<file path="config.mk">
export PLATFORM = sky130hd
export DESIGN_NAME = axi_wr_burst_master
export DESIGN_NICKNAME = d
export VERILOG_FILES = /design/src/rtl/axi_wr_burst_master.sv
export SDC_FILE = /design/constraint.sdc
export NUM_CORES = 1
export LEC_CHECK = 0
export ABC_CLOCK_PERIOD_IN_PS = 5900
export BUFFER_PORTS_ARGS = -buffer_cell sky130_fd_sc_hd__clkbuf_2
export CORE_MARGIN = 2
export CORE_UTILIZATION = 51
export DETAILED_ROUTE_END_ITERATION = 7
export GPL_TIMING_DRIVEN = 0
export PLACE_DENSITY_LB_ADDON = 0.15
export SYNTH_ARGS = -nofsm -noshare
export SYNTH_HDL_FRONTEND = slang
export SYNTH_SLANG_ARGS = --single-unit
</file>
<file path="constraint.sdc">
create_clock -name clk -period 5.9 [get_ports clk]
set_input_delay 1.18 -clock clk [delete_from_list [all_inputs] [get_ports clk]]
set_output_delay 1.18 -clock clk [all_outputs]
set_load 0.01 [all_outputs]
</file>
<file path="src/rtl/axi_wr_burst_master.sv">
// AXI4 write master: splits one write command into INCR bursts at 4KB and MAX_BURST limits.
// Optional macro AXI_WR_ERR_ABORT_EN: an error response drains the command's remaining data.
module axi_wr_burst_master #(
    parameter int DATA_WIDTH = 32,
    parameter int ADDR_WIDTH = 16,
    parameter int MAX_BURST  = 256
) (
    input  logic                    clk,
    input  logic                    ARESTN,
    input  logic                    cmd_valid,
    output logic                    cmd_ready,
    input  logic [ADDR_WIDTH-1:0]   cmd_addr,
    input  logic [15:0]             cmd_beats,
    input  logic [2:0]              cmd_size,
    input  logic                    wr_data_valid,
    output logic                    wr_data_ready,
    input  logic [DATA_WIDTH-1:0]   wr_data,
    output logic [ADDR_WIDTH-1:0]   AWADDR,
    output logic [7:0]              AWLEN,
    output logic [2:0]              AWSIZE,
    output logic [1:0]              AWBURST,
    output logic                    AWVALID,
    input  logic                    AWREADY,
    output logic [DATA_WIDTH-1:0]   WDATA,
    output logic [DATA_WIDTH/8-1:0] WSTRB,
    output logic                    WLAST,
    output logic                    WVALID,
    input  logic                    WREADY,
    input  logic [1:0]              BRESP,
    input  logic                    BVALID,
    output logic                    BREADY,
    output logic                    done,
    output logic [1:0]              done_resp,
    output logic                    busy
);

    localparam int STRB_W = DATA_WIDTH / 8;
    localparam int LANE_W = $clog2(STRB_W);
    localparam logic [1:0] RESP_SLVERR = 2'b10;

    typedef enum logic [2:0] {IDLE, CALC, AW, W, B, DRAIN, DONE} state_t;

    state_t                state, state_nxt;
    logic                  out_en;
    logic [ADDR_WIDTH-1:0] addr;
    logic [15:0]           remaining;
    logic [2:0]            size;
    logic [7:0]            beat_cnt;
    logic [1:0]            resp;
    logic [ADDR_WIDTH-1:0] aw_addr;
    logic [7:0]            aw_len;
    logic [2:0]            aw_size;

    logic                  illegal;
    logic [ADDR_WIDTH-1:0] align_mask;
    logic [ADDR_WIDTH-1:0] step;
    logic [12:0]           room;
    logic [12:0]           room_beats;
    logic [16:0]           blen;
    logic                  beat_fire;
    logic                  last_beat;
    int                    lane_off;

    // EXOKAY carries no error, so it ranks with OKAY; DECERR outranks SLVERR.
    function automatic logic [1:0] resp_merge(input logic [1:0] acc, input logic [1:0] r);
        logic [1:0] sev;
        sev = r[1] ? r : 2'b00;
        return (sev > acc) ? sev : acc;
    endfunction

    assign align_mask = ADDR_WIDTH'((32'd1 << size) - 32'd1);
    assign step       = ADDR_WIDTH'(32'd1 << size);
    assign illegal    = (size > 3'(LANE_W)) || (remaining == 16'd0) || ((addr & align_mask) != '0);
    assign room       = 13'h1000 - {1'b0, addr[11:0]};
    assign room_beats = room >> size;
    assign beat_fire  = (state == W) && wr_data_valid && WREADY;
    assign last_beat  = (beat_cnt == aw_len);
    assign lane_off   = int'(addr[LANE_W-1:0]);

    always_comb begin
        blen = {1'b0, remaining};
        if (blen > 17'(MAX_BURST)) blen = 17'(MAX_BURST);
        if (blen > {4'b0, room_beats}) blen = {4'b0, room_beats};
    end

    always_ff @(posedge clk) begin
        if (!ARESTN) begin
            state  <= IDLE;
            out_en <= 1'b0;
        end else begin
            state  <= state_nxt;
            out_en <= 1'b1;
        end
    end

    always_comb begin
        state_nxt     = state;
        cmd_ready     = 1'b0;
        AWVALID       = 1'b0;
        WVALID        = 1'b0;
        wr_data_ready = 1'b0;
        BREADY        = 1'b0;
        done          = 1'b0;
        case (state)
            IDLE: begin
                cmd_ready = out_en;
                if (cmd_valid && out_en) state_nxt = CALC;
            end
            CALC: state_nxt = illegal ? DONE : AW;
            AW: begin
                AWVALID = 1'b1;
                if (AWREADY) state_nxt = W;
            end
            W: begin
                WVALID        = wr_data_valid;
                wr_data_ready = WREADY;
                if (beat_fire && last_beat) state_nxt = B;
            end
            B: begin
                BREADY = 1'b1;
                if (BVALID) begin
`ifdef AXI_WR_ERR_ABORT_EN
                    if (BRESP[1] && remaining != 16'd0) state_nxt = DRAIN;
                    else if (remaining == 16'd0)        state_nxt = DONE;
                    else                                state_nxt = CALC;
`else
                    state_nxt = (remaining == 16'd0) ? DONE : CALC;
`endif
                end
            end
            // Swallow the aborted command's leftover beats so the data stream stays aligned.
            DRAIN: begin
                wr_data_ready = 1'b1;
                if (wr_data_valid && remaining == 16'd1) state_nxt = DONE;
            end
            DONE: begin
                done      = 1'b1;
                state_nxt = IDLE;
            end
            default: state_nxt = IDLE;
        endcase
    end

    always_ff @(posedge clk) begin
        if (!ARESTN) begin
            addr      <= '0;
            remaining <= '0;
            size      <= '0;
            beat_cnt  <= '0;
            resp      <= '0;
            aw_addr   <= '0;
            aw_len    <= '0;
            aw_size   <= '0;
        end else begin
            case (state)
                IDLE: if (cmd_valid && out_en) begin
                    addr      <= cmd_addr;
                    remaining <= cmd_beats;
                    size      <= cmd_size;
                    resp      <= 2'b00;
                end
                CALC: if (illegal) begin
                    resp <= RESP_SLVERR;
                end else begin
                    aw_addr   <= addr;
                    aw_len    <= 8'(blen - 17'd1);
                    aw_size   <= size;
                    remaining <= remaining - 16'(blen);
                    beat_cnt  <= '0;
                end
                W: if (beat_fire) begin
                    addr     <= addr + step;
                    beat_cnt <= beat_cnt + 8'd1;
                end
                B: if (BVALID) resp <= resp_merge(resp, BRESP);
                DRAIN: if (wr_data_valid) remaining <= remaining - 16'd1;
                default: ;
            endcase
        end
    end

    always_comb begin
        WSTRB = '0;
        if (state == W) begin
            for (int i = 0; i < STRB_W; i++) begin
                if (i >= lane_off && i < lane_off + (1 << size)) WSTRB[i] = 1'b1;
            end
        end
    end

    assign WLAST     = (state == W) && last_beat;
    assign WDATA     = wr_data;
    assign AWADDR    = aw_addr;
    assign AWLEN     = aw_len;
    assign AWSIZE    = aw_size;
    assign AWBURST   = 2'b01;
    assign done_resp = resp;
    assign busy      = (state != IDLE);

endmodule
</file>
# Word level (Yosys, flattened, before mapping)
# Cells that the tools add are included.
[totals] regBits=76 elab_cells=117 out_inout_bits=75
[classes] add_sub_neg=8 n_reduce_logical=27 order_cmp=12 eq_ne=18 bitwise=2 shifts=2 muxes=38
[op_table] cell="two-way mux 16 bit" count=7
[op_table] cell="less-than comparator 3 x 32 -> 1 bit (first input constant)" count=2
[op_table] cell="one-hot mux 16 bit (3 select lines)" count=1
[op_table] cell="adder 3 x 32 -> 32 bit" count=1
[op_table] cell="less-than comparator 1 x 32 -> 1 bit (first input constant)" count=1
[op_table] cell="less-than comparator 2 x 32 -> 1 bit (first input constant)" count=1
[op_table] cell="one-hot mux 16 bit (2 select lines)" count=1
[op_table] cell="<< shifter 1 x 3 -> 32 bit (first input constant)" count=1
[op_table] cell="subtractor 16 x 1 -> 16 bit (second input constant)" count=2
[op_table] cell="two-way mux 3 bit" count=7
[op_table] cell="inequality test 2 bit (second input constant)" count=10
[op_table] cell="one-hot mux 3 bit (6 select lines)" count=1
[op_table] cell="> comparator 17 x 13 -> 1 bit" count=1
[op_table] cell="adder 16 bit" count=1
[op_table] cell="AND 16 bit" count=1
[op_table] cell="equality test 16 x 1 -> 1 bit (second input constant)" count=1
[op_table] cell="> comparator 16 x 9 -> 1 bit (second input constant)" count=1
[op_table] cell="zero test 16 bit" count=1
[op_table] cell="two-way mux 8 bit" count=2
[op_table] cell="one-hot mux 8 bit (2 select lines)" count=1
[op_table] cell="nonzero test 16 bit" count=1
[op_table] cell="subtractor 16 bit" count=1
[op_table] cell=">> shifter 13 x 3 -> 13 bit" count=1
[op_table] cell="subtractor 13 x 12 -> 13 bit (first input constant)" count=1
[op_table] cell="25 further kinds" count=59

# Depth between registers and ports, before layout
# Gate-level depths: netlist (run 1).
[depth] ltp_word=7 ltp_mapped=27 ltp_nobuf=25

# Worst setup path before layout (run 1)
# No wires, ideal clock.
[synth_path] path_type="register to register" start="register addr[1]" end="register remaining[12]" required_time_ns=5.780 path_stages_with_launch=28 path_buffers=4 t_arrival_ns=5.970 synth_period_minus_slack_ns=6.090 slack_ns=-0.190 path_cell_list="dfxtp_1 -> inv_1 -> ha_1 -> or4b_1 -> buf_2 -> o32ai_1 -> o311ai_1 -> a21boi_1 -> a211o_1 -> buf_6 -> ha_1 -> a21oi_1 -> o21a_1 -> o221ai_1 -> o21a_1 -> buf_1 -> clkbuf_1 -> a21o_1 -> ha_1 -> inv_1 -> ha_1 -> o221a_2 -> a31oi_2 -> o21a_4 -> o31ai_4 -> a211oi_1 -> nor3_1 -> a211o_1"
[synth_between] elab_chain_cells=7 word_cells_on_any_way=12
[synth_rtl] item="start: declaration" line_no="45" rtl="logic [ADDR_WIDTH-1:0] addr;"
[synth_rtl] item="start signal: assignment" line_no="157" rtl="addr <= cmd_addr;"
[synth_rtl] item="start signal: assignment" line_no="172" rtl="addr <= addr + step;"
[synth_rtl] item="subtractor 13 x 12 -> 13 bit" line_no="74" rtl="assign room = 13'h1000 - {1'b0, addr[11:0]};"
[synth_rtl] item=">> shifter 13 x 3 -> 13 bit" line_no="75" rtl="assign room_beats = room >> size;"
[synth_rtl] item="> comparator 17 x 13 -> 1 bit" line_no="83" rtl="if (blen > {4'b0, room_beats}) blen = {4'b0, room_beats};"
[synth_rtl] item="two-way mux 16 bit" line_no="83"
[synth_rtl] item="subtractor 16 bit" line_no="168" rtl="remaining <= remaining - 16'(blen);"
[synth_rtl] item="two-way mux 16 bit" line_no="162" rtl="CALC: if (illegal) begin"
[synth_rtl] item="one-hot mux 16 bit (3 select lines)" line_no="155" rtl="case (state)"
[synth_rtl] item="end signal: assignment" line_no="158" rtl="remaining <= cmd_beats;"
[synth_rtl] item="end signal: assignment" line_no="168"
[synth_rtl] item="end signal: assignment" line_no="176" rtl="DRAIN: if (wr_data_valid) remaining <= remaining - 16'd1;"
[synth_rtl] item="end: declaration" line_no="46" rtl="logic [15:0] remaining;"
# Several ways; a longest one is shown, not always the timed one. The select of a mux whose other input is x is not followed.
# A chain may end at the register's enable or synchronous reset.

# Worst setup path in the final report (run 1)
[layout_path] start="register addr[2]" end="register remaining[13]"
# The elaborated chain is that of the path after synthesis.

==> results.md, run 1 <==
* Place WS at -990 ps
* Async set-reset flop share out of synthesis at 0
* Post-DR vias/cell at between 6 and 7
* # IOs at around 150
* Top_reg_cell synth: dfxtp_1
* Top cell type's share of synthesized area at 0.208
* Drt drc at 0
* Setup total negative slack at 0 ps
* Worst EP arrival at 5990 ps
* Crit path max fanout at 10
* Post-synthesis cell type count at 95
* F_max at 0.174 GHz
* Initial antenna violation count at 0
* Total grt overflow at 0
* Hold violation count in the final report at 0
* Die Wd at around 120 um
* Largest family of logic cells by synthesized area: compound AO/OA/AOI/OAI gates
* Pwr/cell area at 669 mW/mm2
* Drt first-iter violations at 663
* Xor and xnor area share after synthesis at 0.0562
* Number of port buffers at 116
* Diode count at 0
* Peak supply drop at 0.298 mV
* Hpwl dp at ~18,000 um
* Post-synthesis compound-gate area fraction at 0.308
* Slew Limit Headroom at 0.488
* Root buffer selected by CTS: clkbuf_16
* Max-slew violations at 0
* Syn. warnings at 0
* Maximum clock path buffer count at 2
* Setup Skew at between 5 and 6 ps
* Register area share after synthesis at 0.208
* Post-Synth Adder-Cell Area at 0.0778
* Number of flops mapped to enable cells by yosys at 0
* Worst-skew pair later-pin latency at 350 ps
* CTS H-Tree Depth at 3
* Mux share of post-synthesis cell area at 0.0167
* Sequential power share at 0.129
* Setup-failing EPs final at 0
* NetSw at 3.11 mW
* Clock power frac at 0.094
* Die area at between 0.015 and 0.02 mm2
* Final Net Count at approximately 1,300
* Req. time, crit path at between 6000 and 7000 ps
* CTS tree: yes
* Via count at 8,178
* Tot GR Track Use at 0.308
* Total CTS buffers at 9
* Cells taking the most area after synthesis: dfxtp_1 (21%), ha_1 (7.3%), a21oi_1 (6.2%)
* Syn Std Cell Area at ~0.0073 mm2
* Fin crit share at 0.976
* Worst hold-check path type: reg -> reg
* CP Capture Type: flip-flop
* CTS sink cnt at 76
* Dpl cells at 1,299
* Crit start category: flip-flop
* First-pass GRT wire length at 37,300 um
* Min Tclk post-route at 5760 ps
* Avg Cell Area, Syn at 7.34 um2
* FF+latch count, synth at 76
* Post-route ant nets at 0
* Number of global-route vias before repair at 7,392
* Share of layout cells above drive strength 1 at 0.256
* Final instance area at approximately 0.0091 mm2
* Final WL at 24,200 um
* Largest net degree at the start of global routing at 15
* Unrepaired setup endpoints after global routing: true
* Layout area overhead at 24.4%
* Comb power frac at 0.777
* Internal Power at 2.98 mW
* Syn Inst Count at 997
* First-pass DRT Iterations at 6
* Final Instance Count excl. Fillers at roughly 1,300
* Pleak at 3.94 nW
* Wire length per cell at between 15 and 20 um
* Yosys top cell by area: dfxtp_1
* Tightest Pin Transition at about 770 ps
* Utilization after layout at 0.653
* CTS clk-pin slew, worst paths at approximately 60 ps
* Outcome: finished, final reports clean
* Simple-Gate Fraction of Synth Area at 0.240
* Site Rows at 43
* Post-DP Area at between 0.008 and 0.009 mm2
* Final WS setup at 140 ps
* Critical path class: reg -> reg
* Starting Density at 0.525
* Placeable Area at between 0.01 and 0.015 mm2
* Placer Congestion at 0.967
* Vert. Die Dim at roughly 120 um
* Max-cap violations at 0
* Switch share at 0.511
## cells by family (layout without fill, tap and decap cells)
family                     Yosys count  after routing
and+or+nand+nor                    369            369
AOI/OAI and AO/OA                  310            310
buffers and inverters              136            297
DFF                                 76             76
xor gates and xnor gates            47             47
adders and majority gates           45             45
muxes                               12             12
other                                2              8
## layer usage
| metal | GRT usage | up-vias | share of wire | wire length [um] |
|---|---|---|---|---|
| met4 | 0.106 | 0 | 0.028 | 680 |
| li1 | - | 3901 | - | - |
| met5 | 0 | - | 0 | 0 |
| met1 | 0.401 | 3854 | 0.42 | 10200 |
| met2 | 0.518 | 369 | 0.48 | 11600 |
| met3 | 0.0495 | 54 | 0.070 | 1700 |
## sequential cells by signal (all words and copies together), names as in the netlist
register   count
AWADDR        16
AWLEN          8
out_en         1
AWSIZE         3
beat_cnt       8
size           3
state          3
done_resp      2
remaining     16
addr          16
## critical path, cell delays in order (launching register included)
cell	delay [ps]
dfxtp_2	330
buf_6	140
or4_4	570
buf_8	160
buf_4	140
o41ai_4	310
o22a_1	290
nor2_2	100
nor3_4	280
ha_4	260
a21oi_1	130
a21boi_1	100
o21a_1	210
o21a_2	230
buf_8	140
clkbuf_16	160
a21o_4	220
ha_4	170
nand2b_4	140
a41oi_2	200
a311oi_2	70
nand4_1	210
nand4_1	200
a31oi_4	300
a21oi_2	100
and4b_1	190
o31a_1	270
## Yosys cell counts (8+ instances only)
library cell	n
mux2i_1	10
nand4_1	11
xor2_1	22
nor2_1	103
a21oi_1	90
nand2b_1	12
xnor2_1	25
o21ai_0	44
a211oi_1	23
inv_1	33
clkbuf_1	51
nor4_1	8
nand3_1	25
a21o_1	16
o21a_1	10
ha_1	43
or3_1	13
nand2_1	119
dfxtp_1	76
o211ai_1	12
nor3_1	22
a311oi_1	8
buf_4	34
and3_1	15
## layout make-up
type / instances / area [um2]
plain buffers: 99 / 589
multi-input cells: 791 / 5510
clock buffers: 9 / 225
fillers: 1278 / 4830
clock inverters: 7 / 75.1
flip-flops and latches: 76 / 1530
repair buffers: 147 / 813
inverters: 35 / 141
well taps: 180 / 225
## final timing paths
check,startpoint,end,slack [ps],cells after the start
max reg2reg,addr[2],remaining[13],140,26
min,AWADDR[1],AWADDR[1],460,2
min reg2reg,AWADDR[1],AWADDR[1],460,2
max,addr[2],remaining[13],140,26
## power by group through the flow
stage          registers (mW)  logic [mW]  clock network (mW)
2_1_floorplan           0.762        3.05                   0
3_3_place_gp            0.784        3.89                   0
3_5_place_dp            0.786        3.93                   0
4_1_cts                 0.774        4.19               0.574
5_1_grt                 0.804        5.14               0.592
6_report                0.788        4.73               0.570
## repair_timing
action | 4_1_cts | 5_1_grt
pin swaps | 8 | 30
hold buffers | 0 | 0
setup endpoints to repair | 15 | 10
buffers inserted | 8 | 23
gates resized for setup | 37 | 53
## stage by stage
stage / total power [mW] / hold WS (ps)
2_1_floorplan: 3.81 / 458
3_3_place_gp: 4.67 / 446
3_5_place_dp: 4.71 / 446
4_1_cts: 5.54 / 454
5_1_grt: 6.53 / 478
6_report: 6.09 / 455
## cells in the final DEF (no fill, tap or decap), drive strengths merged, types with 5 or more instances in the layout
master  instances
xnor2          25
o211ai         12
clkinv          6
a211oi         25
a31oi          11
and2            6
clkbuf        173
nor4            9
a211o           5
nor3           22
nand2b         12
a22oi           6
nor2b           7
a21o           16
a311oi          8
buf            82
a221oi          6
nand4          12
o31ai          10
ha             43
mux2i          10
conb            8
nor2          104
xor2           22
or2             8
o31a            5
o21ai          49
nand2         119
nand3          25
a21oi          93
dfxtp          76
o21a           11
and3           15
inv            35
or3            13
o311ai          5
(Power assumes the default switching activity.)
==> inputs of run 2 (changes only) <==
--- a/config.mk
+++ b/config.mk
@@ -5,10 +5,10 @@
 export SDC_FILE = /design/constraint.sdc
 export NUM_CORES = 1
 export LEC_CHECK = 0
-export ABC_CLOCK_PERIOD_IN_PS = 5900
+export ABC_CLOCK_PERIOD_IN_PS = 6460
 export BUFFER_PORTS_ARGS = -buffer_cell sky130_fd_sc_hd__clkbuf_2
 export CORE_MARGIN = 2
-export CORE_UTILIZATION = 51
+export CORE_UTILIZATION = 55
 export DETAILED_ROUTE_END_ITERATION = 7
 export GPL_TIMING_DRIVEN = 0
 export PLACE_DENSITY_LB_ADDON = 0.15
==> constraint.sdc (replaced) <==
create_clock -name clk -period 6.46 [get_ports clk]
set_input_delay 1.292 -clock clk [delete_from_list [all_inputs] [get_ports clk]]
set_output_delay 1.292 -clock clk [all_outputs]
set_load 0.01 [all_outputs]
==> run 2 against run 1 <==
  * Maximum frequency decreased by 6.2%
  * Final cell count shrank 2.3%
  * Clock skew rose by 3.6 ps
  * Wire length shrank 5.6%
  * Sequential power fell by 9.4%
  * Design area is 5.6% lower
  * Clock-buffer cell count increased by 1
  * Worst setup slack gained 180 ps
  * Global-route usage grew 0.62 points
  * Register-to-register slack gained 180 ps
  * Largest cell class unchanged
==> results.md, run 2 (same netlist as run 1, synthesis figures left out) <==
* Hpwl dp at 17,800 um
* Sequential power share at 0.140
* Max-cap violations at 0
* Number of port buffers at 116
* Total grt overflow at 0
* Setup-failing EPs final at 0
* Worst path cell trace: inv_2 -> ha_2 -> or4b_1 -> buf_2 -> o32ai_1 -> o311ai_1 -> a21boi_2 -> a211o_1 -> buf_6 -> ha_1 -> a21oi_1 -> o21a_1 -> o221ai_2 -> o21ai_0 -> clkbuf_2 -> clkbuf_2 -> or3_1 -> ha_2 -> nor2b_1 -> nand4_1 -> a31oi_4 -> a21oi_1 -> and4b_1 -> o31a_1
* Place WS at -789 ps
* Final Net Count at 1,252
* Tot GR Track Use at 0.315
* Fin crit share at 0.951
* Setup Skew at 9.59 ps
* Outcome: finished, final reports clean
* Diode count at 0
* Switch share at 0.520
* Placeable Area at roughly 0.013 mm2
* Worst hold-check path type: reg -> reg
* CTS H-Tree Depth at 3
* Maximum clock path buffer count at 2
* Worst-skew pair later-pin latency at 350 ps
* Final WS setup at 317 ps
* Share of layout cells above drive strength 1 at 0.211
* Final WL at 22,800 um
* Most frequent cells in the layout: nand2_1 (119), clkbuf_2 (118), nor2_1 (101), a21oi_1 (90), dfxtp_1 (74)
* Total CTS buffers at 9
* CTS tree: yes
* NetSw at 2.64 mW
* CP Capture Type: flip-flop
* CP peak stage delay at about 440 ps
* Crit path max fanout at 10
* Starting Density at 0.557
* Layout area overhead at 17.4%
* Slew Limit Headroom at 0.423
* Die area at 0.0143 mm2
* CTS clk-pin slew, worst paths at 60 ps
* Site Rows at 42
* CP max stage cell: or4b_1
* Max-slew violations at 0
* Wire length per cell at 17.4 um
* Req. time, crit path at 6690 ps
* # hold bufs at CTS at 0
* Dpl cells at between 1,000 and 1,500
* Pleak at 3.73 nW
* Crit start category: flip-flop
* Drt first-iter violations at just under 600
* Post-route ant nets at 0
* Root buffer selected by CTS: clkbuf_16
* Fillers at 1,252
* Tightest Pin Transition at around 860 ps
* Hold violation count in the final report at 0
* Initial antenna violation count at 0
* Number of global-route vias before repair at between 7,000 and 8,000
* Post-DR vias/cell at 5.99
* Largest net degree at the start of global routing at 15
* Min Tclk post-route at about 6000 ps
* Pwr/cell area at around 600 mW/mm2
* Via count at slightly below 8,000
* Internal Power at around 2.4 mW
* # IOs at 151
* First-pass DRT Iterations at 5
* Vert. Die Dim at 119 um
* Final Instance Count excl. Fillers at 1,313
* Die Wd at 119 um
* Unrepaired setup endpoints after global routing: false
* Placer Congestion at 0.963
* Drt drc at 0
* Final instance area at 0.00860 mm2
* Peak supply drop at around 0.27 mV
* Post-DP Area at 0.00815 mm2
* F_max at 0.163 GHz
* Clock power frac at 0.112
* CTS sink cnt at 76
* Worst EP arrival at 6380 ps
* Most common cell after layout, fill and taps aside: nand2_1
* Comb power frac at 0.748
* First-pass GRT wire length at around 36,000 um
* Critical path class: reg -> reg
run 2: power groups by stage:
| stage | Sequential (mW) | Combinational (mW) | Clock [mW] |
|---|---|---|---|
| after CTS | 0.709 | 3.67 | 0.573 |
| after global placement | 0.716 | 3.57 | 0 |
| final | 0.714 | 3.81 | 0.567 |
| after floorplan | 0.696 | 2.78 | 0 |
| after global routing | 0.728 | 4.16 | 0.590 |
| after detailed placement | 0.716 | 3.60 | 0 |
run 2: worst paths after layout:
path / start / to / slack (ps) / cells past startpoint
worst max register to register: addr[0] / remaining[13] / 320 / 24
worst max-delay path: addr[0] / remaining[13] / 320 / 24
worst min-delay path: AWADDR[13] / AWADDR[13] / 450 / 2
worst min register to register: AWADDR[13] / AWADDR[13] / 450 / 2
run 2: routing by layer:
metal	routed length, um	global-route usage	share of wire
met4	728	0.121	0.032
met3	1580	0.0484	0.069
met2	10700	0.522	0.47
met1	9810	0.412	0.43
met5	0	0	0
run 2: repair_timing:
item / 4_1_cts / 5_1_grt
setup buffers: 1 / 1
resized for setup: 14 / 19
pin swaps: 1 / 4
endpoints found under the setup margin: 14 / 10
run 2: critical path, delay by kind of cell, from the launching register on:
family	cells	cell delay [ps]
flip-flops	1	400
adder cells (fa/ha/maj)	3	940
AO/OA/AOI/OAI	11	2250
buffers and inverters	5	940
AND/OR/NAND/NOR	5	1470
run 2: cell type report:
| cell class | count | area (um2) | area share |
|---|---|---|---|
| clock inverters | 6 | 95.1 | 0.0111 |
| clock buffers | 10 | 239 | 0.0278 |
| multi-input cells | 791 | 5220 | 0.608 |
| flip-flops and latches | 76 | 1520 | 0.177 |
| plain buffers | 101 | 567 | 0.0659 |
| well taps | 176 | 220 | 0.0256 |
| repair buffers | 118 | 596 | 0.0693 |
| inverters | 35 | 131 | 0.0153 |
run 2: metrics by stage:
stage                     power (mW)  TNS [ps]   util  hold slack, ps
after floorplan                 3.48         0      -             458
after global placement          4.29     -7010  0.620             445
after detailed placement        4.31     -7230  0.620             449
after CTS                       4.95         0  0.649             458
after global routing            5.47         0  0.654             474
final                           5.09         0  0.654             455
